$ cat config.mk
export PLATFORM = sky130hd
export DESIGN_NAME = cache_line_fill
export DESIGN_NICKNAME = d
export VERILOG_FILES = /design/src/rtl/cache_line_fill_pkg.sv /design/src/rtl/cache_line_fill.sv
export SDC_FILE = /design/constraint.sdc
export NUM_CORES = 1
export LEC_CHECK = 0
export ABC_AREA = 1
export BUFFER_PORTS_ARGS = -buffer_cell sky130_fd_sc_hd__buf_2
export CORE_MARGIN = 2
export CORE_UTILIZATION = 37
export CTS_CLUSTER_DIAMETER = 50
export DETAILED_ROUTE_END_ITERATION = 8
export MAX_ROUTING_LAYER = met4
export PLACE_DENSITY = 0.73
export SLEW_MARGIN = 20
export SYNTH_ARGS = -nofsm -noshare
export SYNTH_HDL_FRONTEND = slang
export SYNTH_SLANG_ARGS = --single-unit
$ cat constraint.sdc
create_clock -name clk -period 3.1 [get_ports clk]
set_clock_uncertainty 0.05 [all_clocks]
set_input_delay 0.62 -clock clk [delete_from_list [all_inputs] [get_ports clk]]
set_output_delay 0.62 -clock clk [all_outputs]
set_load 0.03 [all_outputs]
$ cat src/rtl/cache_line_fill_pkg.sv
// Cache sizing defaults and the clog2 helper, used by the data RAM, the tag RAM and the line-fill engine.
package cache_line_fill_pkg;

    localparam int CACHE_NR_ENTRIES     = 32;
    localparam int CACHE_WORDS_PER_LINE = 8;

    function automatic int myclog2(input int value);
        int r;
        r = 0;
        for (int i = 0; i < 31; i++) begin
            if ((1 << i) < value) r = i + 1;
        end
        return r;
    endfunction

endpackage

$ cat src/rtl/cache_line_fill.sv
// Data-cache line-fill engine: one bus read per word, each word written to the data RAM, then a tag write.
// Define CACHE_FILL_CWF_EN for critical-word-first ordering with an early crit_valid/crit_data return.
module cache_line_fill
    import cache_line_fill_pkg::*;
#(
    parameter int  nr_entries     = CACHE_NR_ENTRIES,
    parameter int  words_per_line = CACHE_WORDS_PER_LINE,
    localparam int addr_bits      = myclog2(nr_entries),
    localparam int wbits          = myclog2(words_per_line),
    localparam int iw             = addr_bits - wbits
) (
    input  logic                 clk,
    input  logic                 rst,
    input  logic                 fill_req,
    input  logic [31:0]          fill_addr,
    output logic                 fill_busy,
    output logic                 fill_done,
    output logic                 fill_error,
    output logic                 tag_wr_en,
    output logic [iw-1:0]        tag_index,
    output logic [31:0]          m_addr,
    output logic                 m_access,
    input  logic                 m_ack,
    input  logic                 m_error,
    input  logic [31:0]          m_data,
    output logic                 ram_wr_en,
    output logic [addr_bits-1:0] ram_write_addr,
    output logic [31:0]          ram_write_data,
    output logic [3:0]           ram_bytesel
`ifdef CACHE_FILL_CWF_EN
    ,
    output logic                 crit_valid,
    output logic [31:0]          crit_data
`endif
);

    typedef enum logic [1:0] {
        S_IDLE   = 2'd0,
        S_BEAT   = 2'd1,
        S_FINISH = 2'd2
    } state_t;

    localparam int               bw        = 30 - wbits;
    localparam logic [wbits:0]   last_beat = (wbits + 1)'(words_per_line - 1);

    state_t                 state_q;
    logic [bw-1:0]          base_q;
    logic [wbits-1:0]       offset_q;
    logic [wbits-1:0]       offset_d;
    logic [wbits-1:0]       start_off;
    logic [wbits:0]         cnt_q;
    logic                   access_q;
    logic                   busy_q;
    logic                   done_q;
    logic                   err_q;
    logic                   tag_wr_q;
    logic                   ram_wr_q;
    logic [addr_bits-1:0]   ram_addr_q;
    logic [31:0]            ram_data_q;

`ifdef CACHE_FILL_CWF_EN
    logic                   first_q;
    logic                   crit_valid_q;
    logic [31:0]            crit_data_q;
    logic                   unused_addr;

    assign start_off   = fill_addr[wbits+1:2];
    assign unused_addr = ^fill_addr[1:0];
    assign crit_valid  = crit_valid_q;
    assign crit_data   = crit_data_q;
`else
    logic                   unused_addr;

    assign start_off   = '0;
    assign unused_addr = ^fill_addr[wbits+1:0];
`endif

    // Offset wraps inside the line, so a fill never spills into a neighbouring line.
    assign offset_d       = offset_q + wbits'(1);

    assign fill_busy      = busy_q;
    assign fill_done      = done_q;
    assign fill_error     = err_q;
    assign tag_wr_en      = tag_wr_q;
    assign tag_index      = base_q[iw-1:0];
    assign m_access       = access_q;
    assign m_addr         = access_q ? {base_q, offset_q, 2'b00} : 32'h0;
    assign ram_wr_en      = ram_wr_q;
    assign ram_write_addr = ram_addr_q;
    assign ram_write_data = ram_data_q;
    assign ram_bytesel    = ram_wr_q ? 4'hf : 4'h0;

    always_ff @(posedge clk or posedge rst) begin
        if (rst) begin
            state_q      <= S_IDLE;
            base_q       <= '0;
            offset_q     <= '0;
            cnt_q        <= '0;
            access_q     <= 1'b0;
            busy_q       <= 1'b0;
            done_q       <= 1'b0;
            err_q        <= 1'b0;
            tag_wr_q     <= 1'b0;
            ram_wr_q     <= 1'b0;
            ram_addr_q   <= '0;
            ram_data_q   <= '0;
`ifdef CACHE_FILL_CWF_EN
            first_q      <= 1'b0;
            crit_valid_q <= 1'b0;
            crit_data_q  <= '0;
`endif
        end else begin
            done_q   <= 1'b0;
            err_q    <= 1'b0;
            tag_wr_q <= 1'b0;
            ram_wr_q <= 1'b0;
`ifdef CACHE_FILL_CWF_EN
            crit_valid_q <= 1'b0;
`endif
            case (state_q)
                S_IDLE: begin
                    if (fill_req) begin
                        state_q  <= S_BEAT;
                        base_q   <= fill_addr[31:wbits+2];
                        offset_q <= start_off;
                        cnt_q    <= '0;
                        access_q <= 1'b1;
                        busy_q   <= 1'b1;
`ifdef CACHE_FILL_CWF_EN
                        first_q  <= 1'b1;
`endif
                    end
                end
                S_BEAT: begin
                    // Error takes priority over a simultaneous ack; the errored word is dropped.
                    if (m_error) begin
                        state_q  <= S_IDLE;
                        access_q <= 1'b0;
                        busy_q   <= 1'b0;
                        err_q    <= 1'b1;
                    end else if (m_ack) begin
                        ram_wr_q   <= 1'b1;
                        ram_addr_q <= {base_q[iw-1:0], offset_q};
                        ram_data_q <= m_data;
                        offset_q   <= offset_d;
                        cnt_q      <= cnt_q + (wbits + 1)'(1);
`ifdef CACHE_FILL_CWF_EN
                        first_q    <= 1'b0;
                        if (first_q) begin
                            crit_valid_q <= 1'b1;
                            crit_data_q  <= m_data;
                        end
`endif
                        if (cnt_q == last_beat) begin
                            state_q  <= S_FINISH;
                            access_q <= 1'b0;
                            done_q   <= 1'b1;
                            tag_wr_q <= 1'b1;
                        end
                    end
                end
                S_FINISH: begin
                    state_q <= S_IDLE;
                    busy_q  <= 1'b0;
                end
                default: begin
                    state_q  <= S_IDLE;
                    access_q <= 1'b0;
                    busy_q   <= 1'b0;
                end
            endcase
        end
    end

endmodule
==> summary by stage <==
Outcome
The run finished with clean final reports.

Yosys
Counting every instance in the synthesized netlist gives 413. Dividing the synthesized area by the synthesized cell count gives 8.107 µm². The synthesized design devotes to its leading area cell type 58.30% of total area.

In the synthesized netlist the async set-or-reset flop fraction comes to 100.0%. The synthesized cell area is 3348 µm². The post-synthesis cell type count is 22. In the post-synthesis netlist, the biggest area contributors are sky130_fd_sc_hd__dfrtp_1, sky130_fd_sc_hd__nand2_1, sky130_fd_sc_hd__inv_1, sky130_fd_sc_hd__buf_4, sky130_fd_sc_hd__buf_2.

The leading register cell type out of synthesis is sky130_fd_sc_hd__dfrtp_1. The count of synthesis-stage warnings from yosys is 0. After synthesis, the most frequently instantiated cells are sky130_fd_sc_hd__nand2_1, sky130_fd_sc_hd__dfrtp_1, sky130_fd_sc_hd__inv_1. The number of synthesized flops with an enable pin is 0. The sequential share of the synthesized area is 58.30%. The cell type with the highest aggregate area in the netlist is sky130_fd_sc_hd__dfrtp_1. The most common cell in the netlist is sky130_fd_sc_hd__nand2_1.

The synthesis-stage register bit count is 78.

Clock tree
In this run, post-CTS repair resized a total of 0 instances. The number of sinks handled by clock tree synthesis is 78. The total of hold buffers inserted after clock tree synthesis is 0. The cell chosen for the clock root is sky130_fd_sc_hd__clkbuf_8. TritonCTS built the clock tree. The count of buffers added by post-CTS timing repair for setup is 0.

The deepest clock path buffer count is 2. In this run, CTS created clock tree buffers numbering 9. The later-pin clock latency in the skew report is 340 ps. In this run the number of H-tree levels came out at 3. After clock tree synthesis, the clock-pin slew on the worst setup and hold paths is 80 ps.

Die
The floorplan row count is 34. In this run the count of I/O pins placed on the die edge is 150. The chip height is 99.13 µm. Once the floorplan was initialized, standard cells occupied 38.21% of the core. The die width is 99.13 µm.

The die footprint is 9826 µm². In this run the standard cell core region covers 8763 µm².

Timing
The headroom to the max-slew limit is 47.54%. The post-route minimum period is 2213 ps. The number of max-slew violations in the final report is 0. Setup repair after global routing left no endpoint under its margin. Dividing the final minimum period by the clock period gives 71.40%. The number of endpoints with negative hold slack in the final report is 0. The total negative slack for setup checks is 0 ps.

The final setup violation count is 0. The transition time of the tightest slew-check pin is 784.2 ps. The peak clock frequency supported by timing is 451.8 MHz.

Detailed routing
The residual DRC count is 0. The violation count after the first detailed-route iteration is 88. The routed wirelength normalized by instance count is 11.50 µm.

Before antenna repair, the detailed router went through 7 iterations. The final antenna-violating net count is 0. The final wirelength is 7.557 mm. The vias per cell is 4.382. The routed layout has 2879 vias.

Worst setup path
The maximum fanout count along the critical path is 27. Measured in cells, the most critical reg-to-reg path has a length of 6. The endpoint arrival time on the critical path is 1540 ps. STA classifies the critical path startpoint as a flop. In this run the worst setup path begins at m_access. The worst setup path is captured at an output pin.

The endpoint of the worst register-to-register path is ram_write_data[10]. The worst register-to-register path has a setup slack of 1080 ps. Following the worst setup path forward leads to its endpoint at m_addr[23]. The reg-to-reg startpoint is state_q[0].

The path type of the worst setup path is flop to output pin. The required time reported for the critical path endpoint is 2430 ps.

Cells and area
Once layout is done, the placed cells without fillers occupy 4278 µm². After filler insertion, the fill cell instance count of the layout stands at 864. Of the cells placed in the final design, the portion with a size suffix greater than 1 is 30.47%.

The post-synthesis to final-layout area growth is 27.77%. The net count of the finished layout is 615.

Global routing
The total grt overflow is 0. For this run, the total global-route usage over all layers was measured as 16.57%. The number of antenna violations at the first check in global routing was 1.

The number of global-route vias before repair was 2783. Entering global routing, the biggest net connects 43 pins. The first-pass GRT wire length is 12.62 mm.

Pwr
For this design the ratio of total power to cell area is 779.8 nW/µm². The maximum vdd ir drop is 0.2703 mV. The static leakage power is 2.728 nW. The post-route total power is 0.003336 W.

Placed design
The congestion estimate from routability-driven global placement came to 0.7472. Input and output buffers added on the ports amount to 142. The area after detailed placement is 4064 µm².

The half-perimeter wire length after placement is 5.247 mm.

Job
Across the run, the number of max-cap violations was 0.

Hold path
The path class of the tightest hold or removal check is input pin to asynchronous set/reset pin.
## kinds of logic (layout without fill, tap and decap cells)
| logic type | count (synthesis) | count (layout) | share of synthesized area [%] |
|---|---|---|---|
| other cells | 1 | 3 | 0.1120 |
| flops | 78 | 78 | 58.30 |
| xor+xnor | 1 | 1 | 0.2616 |
| compound gates | 12 | 12 | 1.793 |
| buf+inv | 68 | 202 | 9.828 |
| fa+ha+maj | 2 | 2 | 0.7473 |
| simple gates | 251 | 251 | 28.96 |
## worst min path at each step
stage,startpoint,to,depth (start not counted)
after floorplan,base_q[21],base_q[21],2
after global placement,ram_write_data[5],ram_write_data[5],2
after detailed placement,ram_write_data[3],ram_write_data[3],2
after CTS,rst,ram_write_data[27],2
after global routing,rst,ram_write_data[27],2
final,rst,ram_write_data[27],2
## cell type report
type	instances	area [µm²]	share of cell area, %
multi-input combinational	268	1071	25.04
antenna	1	2.502	0.05850
timing repair buffer	144	738.2	17.26
tap	108	135.1	3.159
sequential	78	1952	45.63
clock inverter	6	87.58	2.047
clock buffer	9	123.9	2.896
inverter	43	167.7	3.919
## per-stage QoR
step	util, %	hold slack (ps)	instances	setup WS (ps)
detailed placement	46.37	410.3	641	843.6
global route	48.82	341.0	657	751.3
finish	48.82	304.6	657	886.6
global placement	46.37	407.0	641	878.2
floorplan	-	398.7	414	435.0
CTS	48.79	307.4	656	828.7
## critical path, cell delays in order, from the launching register on
cell	delay (ps)
sky130_fd_sc_hd__dfrtp_1	500
sky130_fd_sc_hd__buf_4	350
sky130_fd_sc_hd__nand2_1	90
sky130_fd_sc_hd__inv_1	70
sky130_fd_sc_hd__buf_2	190
## flip-flops by register name, indices dropped and copies added, names as in the netlist
register and cells:
base_q 27, fill_busy 1, tag_wr_en 1, m_access 1, state_q 2, offset_q 3
ram_write_data 32, ram_wr_en 1, fill_error 1, ram_write_addr 5, cnt_q 4
## routing by layer
metal	vias up	GRT usage [%]	wire [µm]
met2	115	25.94	3331
met5	-	-	0
li1	1473	-	-
met1	1281	20.51	3491
met3	10	4.638	611
met4	0	6.428	122
## power by group
| group | total, W | internal [W] | switching, W |
|---|---|---|---|
| Sequential | 0.00138 | 0.00124 | 0.000137 |
| Clock | 0.000810 | 0.000449 | 0.000362 |
| Combinational | 0.00115 | 0.000325 | 0.000820 |
## cell usage in the layout, fill, tap and decap left out, drive strengths merged, types with 4 or more instances in the layout
cell type	synthesis	routed
nand2	236	236
nor2	4	4
dfrtp	78	78
buf	22	144
clkbuf	3	9
o21ai	11	11
nand3	6	6
clkinv	1	6
inv	42	41
No activity file was read; power rests on OpenSTA's default activity.
